===== config.mk =====
export PLATFORM = sky130hd
export DESIGN_NAME = key_repeat
export DESIGN_NICKNAME = d
export VERILOG_FILES = /design/src/rtl/key_repeat.sv
export SDC_FILE = /design/constraint.sdc
export NUM_CORES = 1
export LEC_CHECK = 0
export BUFFER_PORTS_ARGS = -buffer_cell sky130_fd_sc_hd__buf_2
export CORE_MARGIN = 2
export CORE_UTILIZATION = 35
export DETAILED_ROUTE_END_ITERATION = 6
export PLACE_DENSITY_LB_ADDON = 0.05
export SKIP_CTS_REPAIR_TIMING = 1
export SLEW_MARGIN = 20
export SYNTH_ARGS = -nofsm -noshare
export SYNTH_HDL_FRONTEND = slang
export SYNTH_SLANG_ARGS = --single-unit

===== constraint.sdc =====
create_clock -name m_clock -period 2.7 [get_ports m_clock]
set_input_delay 0.135 -clock m_clock [delete_from_list [all_inputs] [get_ports m_clock]]
set_output_delay 0.135 -clock m_clock [all_outputs]
set_load 0.1 [all_outputs]

===== src/rtl/key_repeat.sv =====
// Button event generator: turns a debounced button level into one-cycle press,
// auto-repeat and release strobes, a held level and a saturating repeat count.
module key_repeat #(
  parameter int unsigned CNT_W         = 24,
  parameter int unsigned FIRST_DELAY   = 5000000,
  parameter int unsigned REPEAT_PERIOD = 1000000
) (
  input  logic       m_clock,
  input  logic       p_reset,
  input  logic       bin,
  input  logic       enable,
  output logic       pulse,
  output logic       press,
  // "release" is a reserved word in SystemVerilog, hence the suffix
  output logic       release_pulse,
  output logic       held,
  output logic [7:0] rep_count
);

  localparam int unsigned REP_W = 8;
  localparam logic [CNT_W-1:0] FIRST_LAST  = CNT_W'(FIRST_DELAY - 1);
  localparam logic [CNT_W-1:0] REPEAT_LAST = CNT_W'(REPEAT_PERIOD - 1);
  localparam logic [REP_W-1:0] REP_MAX     = {REP_W{1'b1}};

  typedef enum logic [1:0] {
    IDLE   = 2'd0,
    WAIT   = 2'd1,
    REPEAT = 2'd2
  } state_t;

  state_t           state_q, state_d;
  logic [CNT_W-1:0] timer_q, timer_d;
  logic [REP_W-1:0] rep_d, rep_inc;
  logic             bin_q;
  logic             press_d, pulse_d, release_d;

  assign rep_inc = (rep_count == REP_MAX) ? rep_count : rep_count + REP_W'(1);

  // State register plus registered outputs
  always_ff @(posedge m_clock) begin
    if (p_reset) begin
      state_q       <= IDLE;
      timer_q       <= '0;
      bin_q         <= 1'b0;
      rep_count     <= '0;
      press         <= 1'b0;
      pulse         <= 1'b0;
      release_pulse <= 1'b0;
      held          <= 1'b0;
    end else begin
      state_q       <= state_d;
      timer_q       <= timer_d;
      bin_q         <= bin;
      rep_count     <= rep_d;
      press         <= press_d;
      pulse         <= pulse_d;
      release_pulse <= release_d;
      held          <= (state_d != IDLE);
    end
  end

  // Next state; release outranks enable, which outranks timer expiry
  always_comb begin
    state_d   = state_q;
    timer_d   = timer_q;
    rep_d     = rep_count;
    press_d   = 1'b0;
    pulse_d   = 1'b0;
    release_d = 1'b0;
    case (state_q)
      IDLE: begin
        timer_d = '0;
        if (bin_q) begin
          state_d = WAIT;
          rep_d   = '0;
          press_d = 1'b1;
          pulse_d = 1'b1;
        end
      end
      WAIT: begin
        if (!bin_q) begin
          release_d = 1'b1;
          state_d   = IDLE;
          timer_d   = '0;
        end else if (!enable) begin
          timer_d = '0;
        end else if (timer_q == FIRST_LAST) begin
          pulse_d = 1'b1;
          rep_d   = rep_inc;
          timer_d = '0;
          state_d = REPEAT;
        end else begin
          timer_d = timer_q + CNT_W'(1);
        end
      end
      REPEAT: begin
        if (!bin_q) begin
          release_d = 1'b1;
          state_d   = IDLE;
          timer_d   = '0;
        end else if (!enable) begin
          timer_d = '0;
          state_d = WAIT;
        end else if (timer_q == REPEAT_LAST) begin
          pulse_d = 1'b1;
          rep_d   = rep_inc;
          timer_d = '0;
        end else begin
          timer_d = timer_q + CNT_W'(1);
        end
      end
      default: begin
        state_d = IDLE;
        timer_d = '0;
      end
    endcase
  end

endmodule


==> results of run 1 <==
## layout make-up
| type | count | area share |
|---|---|---|
| multi-input combinational | 176 | 0.5057 |
| sequential | 39 | 0.3364 |
| timing repair buffer | 23 | 0.05822 |
| clock buffer | 8 | 0.04313 |
| tap | 72 | 0.03881 |
| inverter | 11 | 0.01779 |
## cells in the mapped netlist
master and n:
and2_0 1, clkinv_1 1, nand2_1 15, or3_4 1, o41ai_1 10, nor4b_1 2
nor2b_1 5, buf_2 1, o31ai_1 2, dfxtp_1 39, or2_2 1, and2_1 4
xnor2_1 18, o2111ai_4 1, xor2_1 3, nor3_1 7, ha_1 7, nor2_1 36
nand3_1 13, nand3b_1 1, nor4bb_1 1, nor4_1 9, nand4_1 6, a2111oi_0 2
nor3b_1 2, o21a_1 1, o221a_2 1, a21oi_2 1, a21oi_1 7, mux2i_1 2
buf_4 2, o31ai_4 2, inv_1 10, or3_1 1, nand2b_1 2, or4_4 2
a41o_1 1, clkbuf_1 5, a31oi_1 2, o31a_1 2, and3_1 4, and4_1 1
## flip-flops by register name (all words and copies together), names as in the netlist
| register | cells |
|---|---|
| bin_q | 1 |
| held | 1 |
| press | 1 |
| pulse | 1 |
| release_pulse | 1 |
| rep_count | 8 |
| state_q | 2 |
| timer_q | 24 |
## cells by family after synthesis
logic type | Yosys count
muxes | 2
xor gates and xnor gates | 21
adders and majority gates | 7
DFF | 39
buffers and inverters | 19
AOI/OAI and AO/OA | 32
and+or+nand+nor | 114
## per-layer routing
metal,track usage,up-vias,share of wire
met5,0,-,0
met4,0.05593,0,0.014
met3,0.04607,4,0.039
met2,0.2283,26,0.45
met1,0.1982,768,0.49
li1,-,877,-
## worst paths after layout
kind	from	endpoint	slack, ps	depth (start not counted)
min reg2reg	timer_q[0]	timer_q[0]	480	1
max	timer_q[0]	timer_q[6]	450	7
min	bin	bin_q	50	2
max reg2reg	timer_q[0]	timer_q[6]	450	7
## report_power, final
part | total (mW) | switching, mW | internal (mW)
combinational | 0.0854 | 0.0613 | 0.0241
sequential | 0.584 | 0.00392 | 0.580
clock | 0.434 | 0.201 | 0.233
total | 1.10 | 0.266 | 0.837
## per-stage QoR
| step | setup WS [ps] | total power, mW | instances | utilization | instance area, um^2 |
|---|---|---|---|---|---|
| after floorplan | 428.8 | 0.6603 | 234 | - | 2034 |
| after global placement | 461.2 | 0.6845 | 321 | 0.3984 | 2221 |
| after detailed placement | 430.1 | 0.6824 | 321 | 0.3984 | 2221 |
| after CTS | 416.2 | 1.120 | 329 | 0.4164 | 2321 |
| after global routing | 257.3 | 1.162 | 329 | 0.4164 | 2321 |
| final | 445.4 | 1.103 | 329 | 0.4164 | 2321 |
==> results by group, run 1 <==
Floorplan
  • Area of the core: 5574 um^2
  • Row count: 27
  • Die Y: ~80 um
  • Initial Utilization: 0.3650
  • # IOs: 16
  • Die area: around 6400 um^2
  • Die X: 80.24 um

Synth
  • Area share of the largest cell type after synthesis: 0.3838
  • Sequential element share of the synthesized area: 0.3838
  • #FFs+latches synth: 39
  • Instance count of the mapped netlist: around 230
  • Largest family of logic cells by synthesized area: simple AND/OR/NAND/NOR gates
  • Adder-cell share of the synthesized area: 0.04305
  • Post-Synth XOR/XNOR Area: 0.09041
  • Top post-synthesis cells by area: dfxtp_1, xnor2_1, nor2_1, ha_1, o41ai_1
  • Compound-gate portion of the synthesized area: 0.1433
  • Yosys warns: 0
  • Synth unique cells: between 40 and 50
  • Synth area leader: dfxtp_1
  • Syn Nets: about 250
  • Post-synthesis mux area share: 0.009840
  • Post-Syn Area: roughly 2000 um^2
  • Post-Synth Simple-Gate Area: 0.2903
  • Synth Area per Inst: 8.694 um^2

STA
  • Worst-Margin Slew: ~500 ps
  • Tcrit/Tclk final: 0.8350
  • Final min period: ~2300 ps
  • Fin Hold WS: 46.11 ps
  • Max Clk Rate: approximately 440 MHz
  • Max-slew violation count: 0
  • Worst rel slew slack: 0.6778
  • Final Hold Fails: 0
  • Setup TNS: 0 ps
  • Worst Skew: 3.513 ps
  • RSZ-0062 raised after global routing: false
  • Setup violators final: 0

CTS
  • Clock Tree Buf Depth: 2
  • CTS tree: done
  • Root buffer cell: clkbuf_8
  • Total CTS buffers: 5
  • Clock Latency Late Sink: 290 ps
  • Reg clk slew, reported paths: 70 ps
  • Clk sink count: 39
  • Htree depth: 2

Min path
  • Hold Path Class: input port to flip-flop

Worst setup path
  • CP Launch Type: flip-flop
  • Slowest cell on crit path: o31a_1
  • Crit-path cells: ha_1 > and3_1 > nand3_1 > o31a_1 > o2111ai_4 > buf_4 > nor2_1
  • Worst setup EP type: flip-flop
  • Critical-path maximum fanout: 24
  • CP top delay family: compound AO/OA/AOI/OAI gates
  • Worst Path Required: approximately 2900 ps
  • Critical path class: flip-flop to flip-flop
  • WP data arrival: 2430 ps
  • Crit path buf inv count: 1
  • Slowest cell delay on critical path: approximately 510 ps

Finish
  • Share of cells above drive strength 1: 0.1518
  • Area of the multi-input gates: about 1200 um^2
  • Most frequent cells in the layout: dfxtp_1, nor2_1, xnor2_1
  • Commonest non-fill, non-tap cell in the layout: dfxtp_1
  • Filler cells: ~570
  • Layout area overhead: 14.08%
  • ANT cells: 0
  • Seq. cell area: approximately 800 um^2
  • Post-layout nets: 267

Run
  • MaxCap Viol Count: 0

Power and ir drop
  • Worst IR Drop VDD: 0.0001935 V
  • P_leak: ~0.75 nW
  • PD cells: ~480 nW/um^2

Drt
  • Drt wl/cell: around 13 um
  • First DRT Iteration DRCs: 58
  • Routed wire length: ~4200 um
  • DRT antenna net count: 0
  • Residual DRC count: 0
  • DR vias/cell: 5.091
  • Via count: approximately 1700
  • Drt first pass iters: 4

Placed design
  • Detail Placement HPWL: about 3000 um
  • Port Buffers: 15
  • RD Place Congestion: ~0.77

Global routing
  • GRT Util Overall: 0.1499
  • First-pass GRT wire length: about 7500 um
  • Initial antenna violation count: 0
  • GRT overflow: 0
  • Vias in the first global route: ~1600
  • Pin count of the biggest net entering global routing: 25

Run status
  • Status: complete, no violations
(Power assumes the default switching activity.)
==> run 2, diff against run 1 <==
==> constraint.sdc (replaced) <==
create_clock -name m_clock -period 2 [get_ports m_clock]
set_input_delay 0.1 -clock m_clock [delete_from_list [all_inputs] [get_ports m_clock]]
set_output_delay 0.1 -clock m_clock [all_outputs]
set_load 0.1 [all_outputs]
==> run 2 against run 1 <==
Register-to-register slack worse by 440 ps; critical endpoint is now rep_count[6]; non-clock buffer count is 36 higher; clock skew up 3.4 ps.
==> results by group, run 2 (synthesis gave the netlist of run 1 again) <==
Worst setup path
  • Critical-path maximum fanout: 7 (-71%)
  • Worst Path Required: 2160 ps (-720 ps)
  • Critical path class: flip-flop to flip-flop
  • CP Launch Type: flip-flop
  • WP data arrival: 2150 ps (-280 ps)
  • Worst setup EP type: flip-flop

Finish
  • ANT cells: 0 (unchanged)
  • Largest registers: timer_q: 24 flops, rep_count: 8 flops, state_q: 2 flops
  • Commonest non-fill, non-tap cell in the layout: buf_4
  • Post-layout nets: 303 (+13%)
  • Share of cells above drive strength 1: 0.3196 (+0.1678)
  • Most frequent cells in the layout: buf_4, nor2_1, dfxtp_1
  • Post-route cell area: 2674 um^2 (+15%)
  • Max reg flops: 24 (unchanged)
  • Layout area overhead: 31.43%
  • Reg with most FFs: timer_q
  • Filler cells: 558 (-2.6%)

STA
  • Worst rel slew slack: 0.6773 (about the same)
  • Worst-Margin Slew: 487.4 ps (+0.8000 ps)
  • Setup violators final: 0 (unchanged)
  • Tcrit/Tclk final: 0.9952 (+0.1602)
  • Final min period: 1990 ps (-264.1 ps)
  • Final Hold Fails: 0 (unchanged)
  • Setup TNS: 0 ps (unchanged)
  • Final setup margin: 9.536 ps (-435.9 ps)
  • Max-slew violation count: 0 (unchanged)
  • Max Clk Rate: 502.4 MHz (+13%)
  • Worst Skew: 6.959 ps (+3.446 ps)
  • RSZ-0062 raised after global routing: true

Drt
  • DRT antenna net count: 0 (unchanged)
  • Residual DRC count: 0 (unchanged)
  • First DRT Iteration DRCs: 77 (+33%)
  • Drt first pass iters: 4 (unchanged)
  • DR vias/cell: 4.956 (-2.7%)
  • Routed wire length: 4704 um (+11%)
  • Via count: 1799 (+7.4%)
  • Drt wl/cell: 12.96 um (+0.50%)

CTS
  • Reg clk slew, reported paths: 80 ps (about the same)
  • Clock Latency Late Sink: 280 ps (about the same)
  • Total CTS buffers: 5 (unchanged)
  • Clk sink count: 39 (unchanged)
  • Clock Tree Buf Depth: 2 (unchanged)
  • Htree depth: 2 (unchanged)
  • CTS tree: done
  • Root buffer cell: clkbuf_8

Power and ir drop
  • Worst IR Drop VDD: 0.0002825 V (+46%)
  • P_leak: 0.9607 nW (+28%)
  • PD cells: 530.9 nW/um^2 (+12%)

Min path
  • Hold Path Class: input port to flip-flop

Floorplan
  • Area of the core: 5574 um^2 (unchanged)
  • Die X: 80.24 um (unchanged)
  • # IOs: 16 (unchanged)
  • Initial Utilization: 0.3650 (unchanged)
  • Row count: 27 (unchanged)
  • Die area: 6438 um^2 (unchanged)
  • Die Y: 80.24 um (unchanged)

Placed design
  • RD Place Congestion: 0.7980 (+3.9%)
  • Detail Placement HPWL: 3420 um (+13%)
  • Pre-CTS setup slack: -51.30 ps (-481.4 ps)
  • Cell Area, Placed: 2499 um^2 (+13%)
  • Port Buffers: 15 (unchanged)

Global routing
  • First-pass GRT wire length: 8045 um (+6.7%)
  • GRT Util Overall: 0.1586 (+0.008694)
  • Vias in the first global route: 1727 (+8.8%)
  • Pin count of the biggest net entering global routing: 25 (unchanged)
  • Initial antenna violation count: 0 (unchanged)
  • GRT overflow: 0 (unchanged)

Run status
  • Status: complete, no violations

Run
  • MaxCap Viol Count: 0 (unchanged)
## run 2: metal layers
layer  global-route usage  part of all wire  vias to the layer above
met3              0.03258             0.029                        2
met4              0.05424            0.0049                        0
li1                     -                 -                      950
met1               0.2089              0.49                      821
met2               0.2567              0.47                       26
met5                    0                 0                        -
## run 2: worst paths after layout
| kind | from | to | slack, ps | cells after the start |
|---|---|---|---|---|
| max | timer_q[8] | rep_count[6] | 10 | 5 |
| min | bin | bin_q | 20 | 2 |
| max reg2reg | timer_q[8] | rep_count[6] | 10 | 5 |
| min reg2reg | rep_count[3] | rep_count[3] | 480 | 1 |
## run 2: per-stage QoR
stage | instances | hold slack (ps) | power (mW) | utilization
after detailed placement | 355 | 324.9 | 0.9292 | 0.4483
after CTS | 361 | 20.18 | 1.434 | 0.4613
final | 363 | 24.20 | 1.419 | 0.4797
after global placement | 355 | 314.2 | 0.9298 | 0.4483
after global routing | 363 | 38.08 | 1.482 | 0.4797
after floorplan | 234 | 200.7 | 0.8921 | -
## run 2: area by class of cell
class	count	area [um^2]	share of cell area
Tap cell	72	90.09	0.03369
Timing Repair Buffer	59	425.4	0.1591
Sequential cell	39	792.0	0.2962
Inverter	11	41.29	0.01544
Clock buffer	6	72.57	0.02714
Multi-Input combinational cell	176	1252	0.4684
## run 2: worst max-delay path: stages (launching register included)
cell and delay (ps):
dfxtp_2 330, nand2_1 80, or4_4 530, o31a_4 430
o41ai_2 380, o41ai_2 120
## run 2: where the power goes
| part | total (mW) | internal, mW | switching (mW) | leakage, nW |
|---|---|---|---|---|
| clock network | 0.501 | 0.233 | 0.267 | 0.0371 |
| logic | 0.131 | 0.0412 | 0.0902 | 0.604 |
| registers | 0.788 | 0.783 | 0.00443 | 0.319 |
